### src/rtl/sram22_2048x32_ctrl.sv
// sram22_2048x32_ctrl: request/response front-end for a 2048x32 byte-masked
// single-port SRAM22 macro. Requests drive the macro pins combinationally on
// a fire. Read data returns one cycle later and is captured into a small
// circular response FIFO. A credit check on req_ready keeps the FIFO from
// ever overflowing.
module sram22_2048x32_ctrl #(
  parameter int DATA_WIDTH  = 32,
  parameter int ADDR_WIDTH  = 11,
  parameter int WMASK_WIDTH = DATA_WIDTH / 8,
  parameter int RSP_DEPTH   = 3
) (
  input  logic                   clk,
  input  logic                   rst,
  input  logic                   req_valid,
  output logic                   req_ready,
  input  logic                   req_we,
  input  logic [WMASK_WIDTH-1:0] req_wmask,
  input  logic [ADDR_WIDTH-1:0]  req_addr,
  input  logic [DATA_WIDTH-1:0]  req_din,
  output logic                   rsp_valid,
  input  logic                   rsp_ready,
  output logic [DATA_WIDTH-1:0]  rsp_dout,
  output logic                   sram_we,
  output logic [WMASK_WIDTH-1:0] sram_wmask,
  output logic [ADDR_WIDTH-1:0]  sram_addr,
  output logic [DATA_WIDTH-1:0]  sram_din,
  input  logic [DATA_WIDTH-1:0]  sram_dout
);

  localparam int PW = (RSP_DEPTH > 1) ? $clog2(RSP_DEPTH) : 1;
  localparam int CW = $clog2(RSP_DEPTH + 1);
  localparam logic [PW-1:0] LAST_PTR = PW'(RSP_DEPTH - 1);
  localparam logic [CW:0]   DEPTH_C  = (CW + 1)'(RSP_DEPTH);

  logic                  fire_p0;
  logic                  rd_fire_p0;
  logic                  vld_p1;
  logic                  push;
  logic                  pop;
  logic [CW-1:0]         count;
  logic [CW:0]           used;
  logic [PW-1:0]         wr_ptr;
  logic [PW-1:0]         rd_ptr;
  logic [DATA_WIDTH-1:0] rsp_mem [RSP_DEPTH];

  // Circular pointer advance; RSP_DEPTH need not be a power of two.
  function automatic logic [PW-1:0] ptr_inc(input logic [PW-1:0] p);
    return (p == LAST_PTR) ? '0 : p + PW'(1);
  endfunction

  // Stage p0: request handshake and macro pins.
  // Credits count both stored responses and the read whose data is still
  // on the macro's dout, so a push can always find a free slot.
  assign used       = {1'b0, count} + {{CW{1'b0}}, vld_p1};
  assign req_ready  = !rst && (used < DEPTH_C);
  assign fire_p0    = req_valid && req_ready;
  assign rd_fire_p0 = fire_p0 && !req_we;

  // Non-fire cycles issue a write with an empty mask: touches no memory.
  assign sram_we    = fire_p0 ? req_we    : 1'b1;
  assign sram_wmask = fire_p0 ? req_wmask : '0;
  assign sram_addr  = fire_p0 ? req_addr  : '0;
  assign sram_din   = fire_p0 ? req_din   : '0;

  // Stage p1: macro dout holds read data; capture it into the FIFO.
  assign push      = vld_p1;
  assign rsp_valid = !rst && (count != '0);
  assign pop       = rsp_valid && rsp_ready;
  assign rsp_dout  = rsp_mem[rd_ptr];

  // Control state: in-flight flag, pointers and occupancy.
  always_ff @(posedge clk) begin
    if (rst) begin
      vld_p1 <= 1'b0;
      count  <= '0;
      wr_ptr <= '0;
      rd_ptr <= '0;
    end else begin
      assert ({1'b0, count} <= DEPTH_C);
      assert (!(push && !pop && ({1'b0, count} == DEPTH_C)));
      vld_p1 <= rd_fire_p0;
      if (push) wr_ptr <= ptr_inc(wr_ptr);
      if (pop)  rd_ptr <= ptr_inc(rd_ptr);
      case ({push, pop})
        2'b10:   count <= count + CW'(1);
        2'b01:   count <= count - CW'(1);
        default: count <= count;
      endcase
    end
  end

  // Response storage; data path carries no reset.
  always_ff @(posedge clk) begin
    if (push && !rst) rsp_mem[wr_ptr] <= sram_dout;
  end

endmodule

### config.mk
export PLATFORM = sky130hd
export DESIGN_NAME = sram22_2048x32_ctrl
export DESIGN_NICKNAME = d
export VERILOG_FILES = /design/src/rtl/sram22_2048x32_ctrl.sv
export SDC_FILE = /design/constraint.sdc
export NUM_CORES = 1
export LEC_CHECK = 0
export ABC_AREA = 1
export BUFFER_PORTS_ARGS = -buffer_cell sky130_fd_sc_hd__buf_2
export CAP_MARGIN = 30
export CORE_UTILIZATION = 35
export DETAILED_ROUTE_END_ITERATION = 16
export REMOVE_ABC_BUFFERS = 1
export SLEW_MARGIN = 20
export SYNTH_ARGS = -nofsm -noshare
export SYNTH_HDL_FRONTEND = slang
export SYNTH_SLANG_ARGS = --single-unit
### constraint.sdc
create_clock -name clk -period 9.3 [get_ports clk]
set_input_delay 0.93 -clock clk [delete_from_list [all_inputs] [get_ports clk]]
set_output_delay 0.93 -clock clk [all_outputs]
set_load 0.01 [all_outputs]
==> results.md <==
- Yosys top cell area share: ~64%
- Post-detail-place hpwl: approximately 6.9 mm
- Failing checks: DRC
- Slew @ Worst Pin: between 0.6 and 0.7 ns
- Remaining DRCs: 2
- Worst hold-check path type: flip-flop to flip-flop
- Port Buffers: approximately 170
- Slew Limit Fails: 0
- Crit path largest cell delay: between 0.5 and 0.6 ns
- Setup TNS Final: 0 ns
- Setup repair after global routing missed its margin: false
- Arrival @ worst endpoint: between 2 and 2.5 ns
- Antenna Nets Post-Route: 0
- Antenna violations before repair: 0
- Post-synthesis sequential area ratio: between 60% and 70%
- Core Box Area: roughly 0.013 mm^2
- Power Dens Cells: about 170 mW/mm^2
- Grt ovf: 0
- Post-CTS setup repair buffer count: 0
- Critical path class: flip-flop to output pin
- Clk sinks: 105
- Die Y: ~120 um
- All-Layer GR Usage: approximately 16%
- Vias in the first global route: around 3200
- Final worst-path cycle share: between 30% and 40%
- Final Hold Violating Endpoints: 0
- First-pass GRT wire length: 15.3 mm
- Fill cell count: around 1100
- Setup crit start kind: flip-flop
- Starting Density: 35.8%
- Ratio of cells with drive above 1 in the final layout: 37.6%
- Worst-path maximum fanout: 31
- Synth Area in Simple Gates: 15.6%
- Largest family of logic cells by synthesized area: simple AND/OR/NAND/NOR gates
- Slowest cell on crit path: buf_4
- Mux cell area share after synthesis: 0%
- Xor and xnor area share after synthesis: 0%
- Commonest non-fill, non-tap cells in the layout: buf_2 (165), edfxtp_1 (96), nor2_1 (67)
- Dominant cells by area after synthesis: edfxtp_1 (64%), a21oi_1 (7.3%), nor2_1 (5.8%), nor2_4 (5.0%), inv_1 (4.9%)
- Synth area leader: edfxtp_1
- Mapped Area: around 0.0045 mm^2
- Die footprint: around 0.013 mm^2
- Slew margin rel.: about three fifths
- Post-route cell area: between 0.005 and 0.006 mm^2
- CTS tree: done
- DIE WIDTH: around 120 um
- CTS Buf Count: 9
- Largest net degree at the start of global routing: 34
- DR iter-0 viols: around 210
- Synth cell types: 19
- Post-CTS Hold Buffers: 0
- Via/cell ratio: roughly 4.5
- Worst Setup End Kind: output pin
- Most common cell after layout, fill and taps aside: buf_2
- First-pass DRT Iterations: 10
- Critical Path RT: about 8.4 ns
- Placement Rows: just over 40
- GPL Wtd Cong: a little under 0.8
- YS warnings: 0
- # nets final: between 600 and 700
- CTS Root Cell: clkbuf_16
- Gate Count Post-Synth: 399
- CP Cell Sequence: ha_1, ha_1, nand2_1, nand2_1, inv_2, nand2_2, buf_4, nor2_1, buf_2
- Final Critical Period: around 3.4 ns
- Clk slew on worst S/H paths: ~0.060 ns
- Clock Latency Late Sink: around 0.34 ns
- Clk buf depth: 2
- Peak supply drop: about 83 uV
- Maximum clock rate: between 0.2 and 0.3 GHz
- Via count: around 3300
- Drt wl/cell: approximately 14 um
- Complex-gate fraction of the synthesized area: between 7 and 8%
- I/O pin total: between 150 and 200
- Antenna Cells: 0
- H-tree levels: 3
- Post_cts resized: 0
- Synthesis-to-finish area growth: 29.2%
- WL final: between 10 and 15 mm
- Post-Synth Adder-Cell Area: less than 1%
- Cell Area, Placed: about 0.0055 mm^2
- Flops & latches, synth: between 100 and 150
- Final setup vio count: 0
- Outcome: finished with violations
- Max-cap viol count: 0
- Mean Syn Cell Area: 11.3 um^2
- Pleak: around 2.6 nW
- Fin Clk Skew: about 0.0056 ns
[routing by layer]
metal | share of wire [%] | track usage (%) | routed length [um] | vias up
li1 | - | - | - | 1642
met1 | 40 | 17.4 | 4160 | 1548
met2 | 52 | 28.6 | 5380 | 132
met3 | 6.2 | 2.95 | 637 | 11
met4 | 1.5 | 6.93 | 150 | 0
met5 | 0 | 0 | 0 | -
[through the flow]
stage / instances / hold slack [ns] / util, % / power (mW) / setup WS (ns)
after CTS: 741 / 0.520 / 46.3 / 0.989 / 5.88
after detailed placement: 725 / 0.502 / 44.0 / 0.631 / 6.01
after global routing: 741 / 0.561 / 46.3 / 1.01 / 5.74
final: 741 / 0.516 / 46.3 / 0.979 / 5.91
after global placement: 723 / 0.490 / 43.6 / 0.629 / 6.07
after floorplan: 380 / 0.469 / - / 0.581 / 5.43
[kinds of logic (layout without fill, tap and decap cells)]
kind of cell,after synthesis,after routing
compound gates,69,69
fa+ha+maj,3,3
buf+inv,79,249
flops,105,105
simple gates,143,143
[path summary, 6_finish.rpt]
path                                 from              to  slack [ns]  cells after the start
worst min register to register  rd_ptr[0]       rd_ptr[0]        0.52                      2
worst min-delay path            rd_ptr[0]       rd_ptr[0]        0.52                      2
worst max-delay path                 push    sram_din[31]        5.91                      9
worst max register to register       push  rsp_mem[1][14]        7.71                      3
[registers in the layout, summed over array words and instances (netlist names), named ones only]
register and flops:
rsp_mem 96, count 2, rd_ptr 2, wr_ptr 2
push 1
[cell usage after synthesis (all sizes together)]
master and count:
nor2 89, ha 3, inv 60, nand3 5
clkbuf 3, a21oi 66, edfxtp 96, buf 16
or2 1, nor3 1, nand4 1, nand2 46
dfxtp 9, o21ai 3
[final cells by class]
| class | count | area (um^2) | area share [%] |
|---|---|---|---|
| multi-input cells | 215 | 1100 | 19.0 |
| well taps | 172 | 215 | 3.70 |
| repair buffers | 173 | 918 | 15.8 |
| inverters | 60 | 225 | 3.87 |
| clock inverters | 7 | 61.3 | 1.05 |
| clock buffers | 9 | 225 | 3.87 |
| flip-flops and latches | 105 | 3060 | 52.7 |
[worst max-delay path: cells and delay by family (launching register included)]
family,cells,cell delay (ns)
buf+inv,3,0.77
fa+ha+maj,2,0.47
simple gates,4,0.53
flops,1,0.33
[report_power, final]
part           switching [mW]  internal [mW]
clock                   0.154          0.205
sequential            0.00192          0.520
combinational          0.0582         0.0399
total                   0.214          0.765
Note: power is estimated with default switching activity, not from simulation.
